`config.mk`:
```
export PLATFORM = sky130hd
export DESIGN_NAME = ram_port_arbiter
export DESIGN_NICKNAME = d
export VERILOG_FILES = /design/src/rtl/ram_port_arbiter.sv
export SDC_FILE = /design/constraint.sdc
export NUM_CORES = 1
export LEC_CHECK = 0
export ABC_CLOCK_PERIOD_IN_PS = 2800
export CORE_AREA = 2 2 115 117
export CTS_CLUSTER_SIZE = 28
export DETAILED_ROUTE_END_ITERATION = 12
export DIE_AREA = 0 0 117 119
export PLACE_DENSITY = 0.63
export SYNTH_ARGS = -nofsm -noshare
export SYNTH_HDL_FRONTEND = slang
export SYNTH_SLANG_ARGS = --single-unit
```
`constraint.sdc`:
```
create_clock -name clk -period 2.8 [get_ports clk]
set_input_delay 0.7 -clock clk [delete_from_list [all_inputs] [get_ports clk]]
set_output_delay 0.7 -clock clk [all_outputs]
set_load 0.05 [all_outputs]
```
`src/rtl/ram_port_arbiter.sv`:
```
// Round-robin arbiter sharing one RAM port among NUM_REQ requesters.
// Routes read data back to its issuer after LATENCY cycles and sequences full-array zero clears.
module ram_port_arbiter #(
  parameter int unsigned NUM_REQ        = 4,
  parameter int unsigned DATA_WIDTH     = 32,
  parameter int unsigned SIZE           = 1024,
  parameter int unsigned LATENCY        = 1,
  parameter bit          CLEAR_ON_RESET = 1'b1,
  localparam int unsigned AW            = $clog2(SIZE),
  localparam int unsigned IW            = (NUM_REQ > 1) ? $clog2(NUM_REQ) : 1
) (
  input  logic                                 clk,
  input  logic                                 rst,
  input  logic [NUM_REQ-1:0]                   req_valid,
  input  logic [NUM_REQ-1:0]                   req_we,
  input  logic [NUM_REQ-1:0][AW-1:0]           req_addr,
  input  logic [NUM_REQ-1:0][DATA_WIDTH-1:0]   req_wdata,
  output logic [NUM_REQ-1:0]                   req_ready,
  output logic [NUM_REQ-1:0]                   rsp_valid,
  output logic [DATA_WIDTH-1:0]                rsp_rdata,
  input  logic                                 clear_req,
  output logic                                 busy,
  output logic                                 ram_en,
  output logic                                 ram_we,
  output logic [AW-1:0]                        ram_addr,
  output logic [DATA_WIDTH-1:0]                ram_din,
  input  logic [DATA_WIDTH-1:0]                ram_dout
);

  typedef enum logic [1:0] {
    ST_CLEAR = 2'd0,
    ST_RUN   = 2'd1,
    ST_DRAIN = 2'd2
  } state_t;

  state_t                       state;
  state_t                       state_nxt;
  logic [AW-1:0]                clr_cnt;
  logic [AW-1:0]                clr_cnt_nxt;
  logic [IW-1:0]                rr_ptr;
  logic [IW-1:0]                rr_ptr_nxt;

  logic                         grant_any;
  logic [IW-1:0]                grant_idx;
  logic [IW-1:0]                scan_idx;

  logic [LATENCY-1:0]           tag_v;
  logic [LATENCY-1:0][IW-1:0]   tag_id;
  logic                         push_v;
  logic [IW-1:0]                push_id;
  logic                         pipe_busy;

  // Round-robin search starting one past the last granted requester
  always_comb begin
    grant_any = 1'b0;
    grant_idx = '0;
    scan_idx  = '0;
    for (int unsigned i = 1; i <= NUM_REQ; i++) begin
      scan_idx = IW'((32'(rr_ptr) + i) % NUM_REQ);
      if (!grant_any && req_valid[scan_idx]) begin
        grant_any = 1'b1;
        grant_idx = scan_idx;
      end
    end
  end

  assign pipe_busy = |tag_v;

  // Next-state and RAM-port steering
  always_comb begin
    state_nxt   = state;
    clr_cnt_nxt = clr_cnt;
    rr_ptr_nxt  = rr_ptr;
    req_ready   = '0;
    ram_en      = 1'b0;
    ram_we      = 1'b0;
    ram_addr    = '0;
    ram_din     = '0;
    busy        = 1'b0;
    push_v      = 1'b0;
    push_id     = grant_idx;

    case (state)
      ST_CLEAR: begin
        ram_en   = 1'b1;
        ram_we   = 1'b1;
        ram_addr = clr_cnt;
        busy     = 1'b1;
        if (clr_cnt == AW'(SIZE - 1)) begin
          clr_cnt_nxt = '0;
          state_nxt   = ST_RUN;
        end else begin
          clr_cnt_nxt = clr_cnt + AW'(1);
        end
      end
      ST_RUN: begin
        if (clear_req) begin
          state_nxt = ST_DRAIN;
        end else if (grant_any) begin
          req_ready  = NUM_REQ'(1) << grant_idx;
          ram_en     = 1'b1;
          ram_we     = req_we[grant_idx];
          ram_addr   = req_addr[grant_idx];
          ram_din    = req_wdata[grant_idx];
          rr_ptr_nxt = grant_idx;
          push_v     = !req_we[grant_idx];
        end
      end
      ST_DRAIN: begin
        busy = 1'b1;
        if (!pipe_busy) begin
          state_nxt = ST_CLEAR;
        end
      end
      default: begin
        state_nxt = ST_CLEAR;
      end
    endcase

    // Reset must silence the port immediately, without waiting for a clock edge
    if (rst) begin
      req_ready = '0;
      ram_en    = 1'b0;
      ram_we    = 1'b0;
      busy      = 1'b0;
      push_v    = 1'b0;
    end
  end

  always_ff @(posedge clk or posedge rst) begin
    if (rst) begin
      state   <= CLEAR_ON_RESET ? ST_CLEAR : ST_RUN;
      clr_cnt <= '0;
      rr_ptr  <= IW'(NUM_REQ - 1);
    end else begin
      state   <= state_nxt;
      clr_cnt <= clr_cnt_nxt;
      rr_ptr  <= rr_ptr_nxt;
    end
  end

  // Tag pipeline aligned with the RAM read latency
  always_ff @(posedge clk or posedge rst) begin
    if (rst) begin
      tag_v  <= '0;
      tag_id <= '0;
    end else begin
      tag_v[0]  <= push_v;
      tag_id[0] <= push_id;
      for (int i = 1; i < int'(LATENCY); i++) begin
        tag_v[i]  <= tag_v[i-1];
        tag_id[i] <= tag_id[i-1];
      end
    end
  end

  assign rsp_valid = (tag_v[LATENCY-1] && !rst) ? (NUM_REQ'(1) << tag_id[LATENCY-1]) : '0;
  assign rsp_rdata = ram_dout;

  always_comb begin
    assert ($onehot0(req_ready));
  end

endmodule

```
==> out/metrics.yaml <==
grt:
  grtUsageTotal_pct: 17.8
  grt_overflow: 0
  grt_pass1_wl_um: 18800
  grt_pass1_vias: 3368
  antenna_found_initial: 0
  grt_max_degree: 24
critical_path:
  critPathBufInv: 4
  crit_required_ns: 2.10
  cp-start-kind: "flop"
  crit_type: "flop to output pin"
  worst-r2r-cell-count: 10
  crit_cells: 9
  cp_max_fo: 5
  end_kind: "output pin"
  max_stage_delay_ns: 0.55
  crit_family: "multiplexers"
  worstPathCellList: "mux2i_1 -> a2bb2oi_1 -> and2_4 -> buf_6 -> buf_6 -> buf_12 -> mux4_2 -> and2_4 -> buf_8"
  slowest_stage: "dfstp_2"
  arrival_ns: 2.53
final_layout:
  n_fill_cell: 1173
  stdcell_count: 652
  syn_to_final_growth_pct: 133
  num_antenna_cells: 0
  fin_nets: 689
  final_area_um2: 6020
  drive_above_1_share_pct: 46.8
logic_synthesis:
  synthCells: 238
  synth_enable_flop_cells: 0
  synth.net_count: 450
  synth-seq-area-share_pct: 16.6
  synthArstFlopShare_pct: 100
  synth_area_um2: 2580
  yosys.cell_types.count: 46
  syn_area_per_cell_um2: 10.9
  ys_dominant_reg_cell: "dfrtp_1"
  ys_seq_elements: 17
  synth-warning-count: 0
die:
  num_rows: 42
  pin_count: 296
  die-area_um2: 13900
  die_y_um: 119
  core_um2: 12900
  initial_core_util_pct: 20.1
  die_width_um: 117
clock_tree:
  hold_buffers: 0
  clkTransAtPathRegs_ns: 0.05
  clk_latency_ns: 0.25
  cts_root_buffer: "clkbuf_16"
  cts-buffers-inserted: 3
  h-tree-depth: 1
  clock_path_buffers: 2
  numClockSinks: 17
  cts_tree: "done"
sta:
  hold_violations: 0
  layout_setup_ws_ns: -0.426
  rsz0062_at_grt: "yes"
  finalCritPeriodShare_pct: 115
  setup_violations: 46
  drv_slew: 0
  period_needed_ns: 3.23
  totalNegativeSetupSlack_ns: -16.05
  skew_ns: 0.00521
  slew_headroom_pct: 74.0
  worstMarginPinSlew_ns: 0.385
  timing.fmax_mhz: 310
worst_hold_path:
  worstHoldPathType: "flop to flop"
  holdPathStages: 1
placed_design:
  dp_cells: 623
  dp.final_hpwl_um: 9880
  place_congestion: 0.828
  io_buffers: 231
  placed_cell_area_um2: 5220
drt:
  avgRoutedWirePerCell_um: 19.3
  antenna_left: 0
  dr_total_vias: 2998
  drc: 0
  finalWirelength_um: 12600
  viasPerCell: 4.60
  firstDrtPassIters: 4
  drt_iter0_markers: 68
pwr:
  power.density_nw_per_um2: 189
  vdd_drop_max_mv: 0.132
  leakagePower_nw: 2.42
status:
  violations: "setup timing"
  outcome: "finished, violations left"
job:
  maxCapViolations: 0
==> synth_stat cells (2+ instances only) <==
library cell | n | share of area, %
mux4_2 | 40 | 35
and2_1 | 37 | 9.0
buf_4 | 33 | 9.6
dfrtp_1 | 15 | 15
nand2_1 | 11 | 1.6
a22o_1 | 10 | 3.4
nor2_1 | 10 | 1.5
and3_1 | 8 | 1.9
clkbuf_1 | 8 | 1.2
inv_1 | 5 | 0.73
o21ai_0 | 5 | 0.97
xnor2_1 | 5 | 1.7
a21oi_1 | 3 | 0.58
buf_12 | 3 | 2.3
buf_2 | 3 | 0.58
or3_1 | 3 | 0.73
a21boi_0 | 2 | 0.58
dfstp_2 | 2 | 2.0
mux4_1 | 2 | 2.0
nand3_1 | 2 | 0.39
nor3_1 | 2 | 0.39
nor4bb_1 | 2 | 0.78
o221ai_1 | 2 | 0.68
o22a_1 | 2 | 0.68
xor2_1 | 2 | 0.68
==> flip-flops by register name (all words and copies together) (netlist names) <==
signal     cells
state          2
clr_cnt       10
pipe_busy      1
tag_id         2
rr_ptr         2
==> final timing paths <==
check	startpoint	to	slack [ns]
max	rr_ptr[1]$_DFFE_PP1P_	ram_din[2]	-0.43
min	clr_cnt[6]$_DFFE_PP0P_	clr_cnt[6]$_DFFE_PP0P_	0.52
max reg2reg	rr_ptr[1]$_DFFE_PP1P_	pipe_busy$_DFF_PP0_	0.65
min reg2reg	clr_cnt[6]$_DFFE_PP0P_	clr_cnt[6]$_DFFE_PP0P_	0.52
max in group asynchronous	rst	rr_ptr[0]$_DFFE_PP1P_	1.68
min in group asynchronous	rst	clr_cnt[3]$_DFFE_PP0P_	0.86
==> power breakdown <==
group / total (W) / leakage, nW / internal [W] / switching (W)
Clock: 0.000283 / 0.0382 / 0.000193 / 0.0000900
Combinational: 0.000602 / 2.17 / 0.000429 / 0.000173
Sequential: 0.000250 / 0.216 / 0.000248 / 0.00000234
Total: 0.00114 / 2.42 / 0.000870 / 0.000265
==> metrics by stage <==
step                worst slack (ns)  power [W]  hold slack, ns  utilization, %
floorplan                     -0.180   0.000588           0.479               -
global placement              -0.722   0.000761           0.509            40.5
detailed placement            -0.776   0.000774           0.511            40.5
CTS                           -0.527    0.00115           0.523            46.3
global route                  -0.518    0.00119           0.548            46.7
finish                        -0.426    0.00114           0.518            46.7
==> cells by family (layout without fill, tap and decap cells) <==
| group | count (synthesis) | count (layout) | synth area share, % |
|---|---|---|---|
| AND/OR/NAND/NOR | 86 | 86 | 19.3 |
| buffers and inverters | 54 | 292 | 15.0 |
| multiplexers | 44 | 44 | 37.7 |
| AO/OA/AOI/OAI | 29 | 29 | 8.53 |
| flip-flops | 17 | 17 | 16.6 |
| XOR/XNOR | 7 | 7 | 2.37 |
| adder cells (fa/ha/maj) | 1 | 1 | 0.484 |
==> area by class of cell <==
cell class	count	area, um2	share of cell area, %
Clock buffer	4	78.8	1.31
Inverter	5	26.3	0.437
Multi-Input combinational cell	167	2040	33.9
Sequential cell	17	428	7.11
Tap cell	176	220	3.66
Timing Repair Buffer	283	3230	53.6
==> timing repair <==
| action | in CTS | in global routing |
|---|---|---|
| resized for setup | 102 | 52 |
| cloned | 8 | 0 |
| setup buffers | 20 | 3 |
| endpoints found under the setup margin | 48 | 48 |
| pin swaps | 19 | 15 |
==> cell usage in the layout (no fill, tap or decap), drive strengths merged, types with 2 or more instances in the layout <==
| cell type | instances |
|---|---|
| a21boi | 2 |
| a21oi | 3 |
| a22o | 10 |
| and2 | 37 |
| and3 | 8 |
| buf | 107 |
| clkbuf | 5 |
| clkdlybuf4s50 | 173 |
| dfrtp | 15 |
| dfstp | 2 |
| inv | 5 |
| mux4 | 42 |
| nand2 | 11 |
| nand3 | 2 |
| nor2 | 11 |
| nor3 | 2 |
| nor4bb | 2 |
| o21ai | 5 |
| o221ai | 2 |
| o22a | 2 |
| or3 | 3 |
| xnor2 | 5 |
| xor2 | 2 |
==> per-layer routing <==
layer | wire, um | global-route usage [%]
met5 | 0 | 0
met4 | 138 | 3.09
met2 | 7330 | 34.2
met1 | 4330 | 20.1
met3 | 816 | 3.31
No activity file was read; power rests on OpenSTA's default activity.
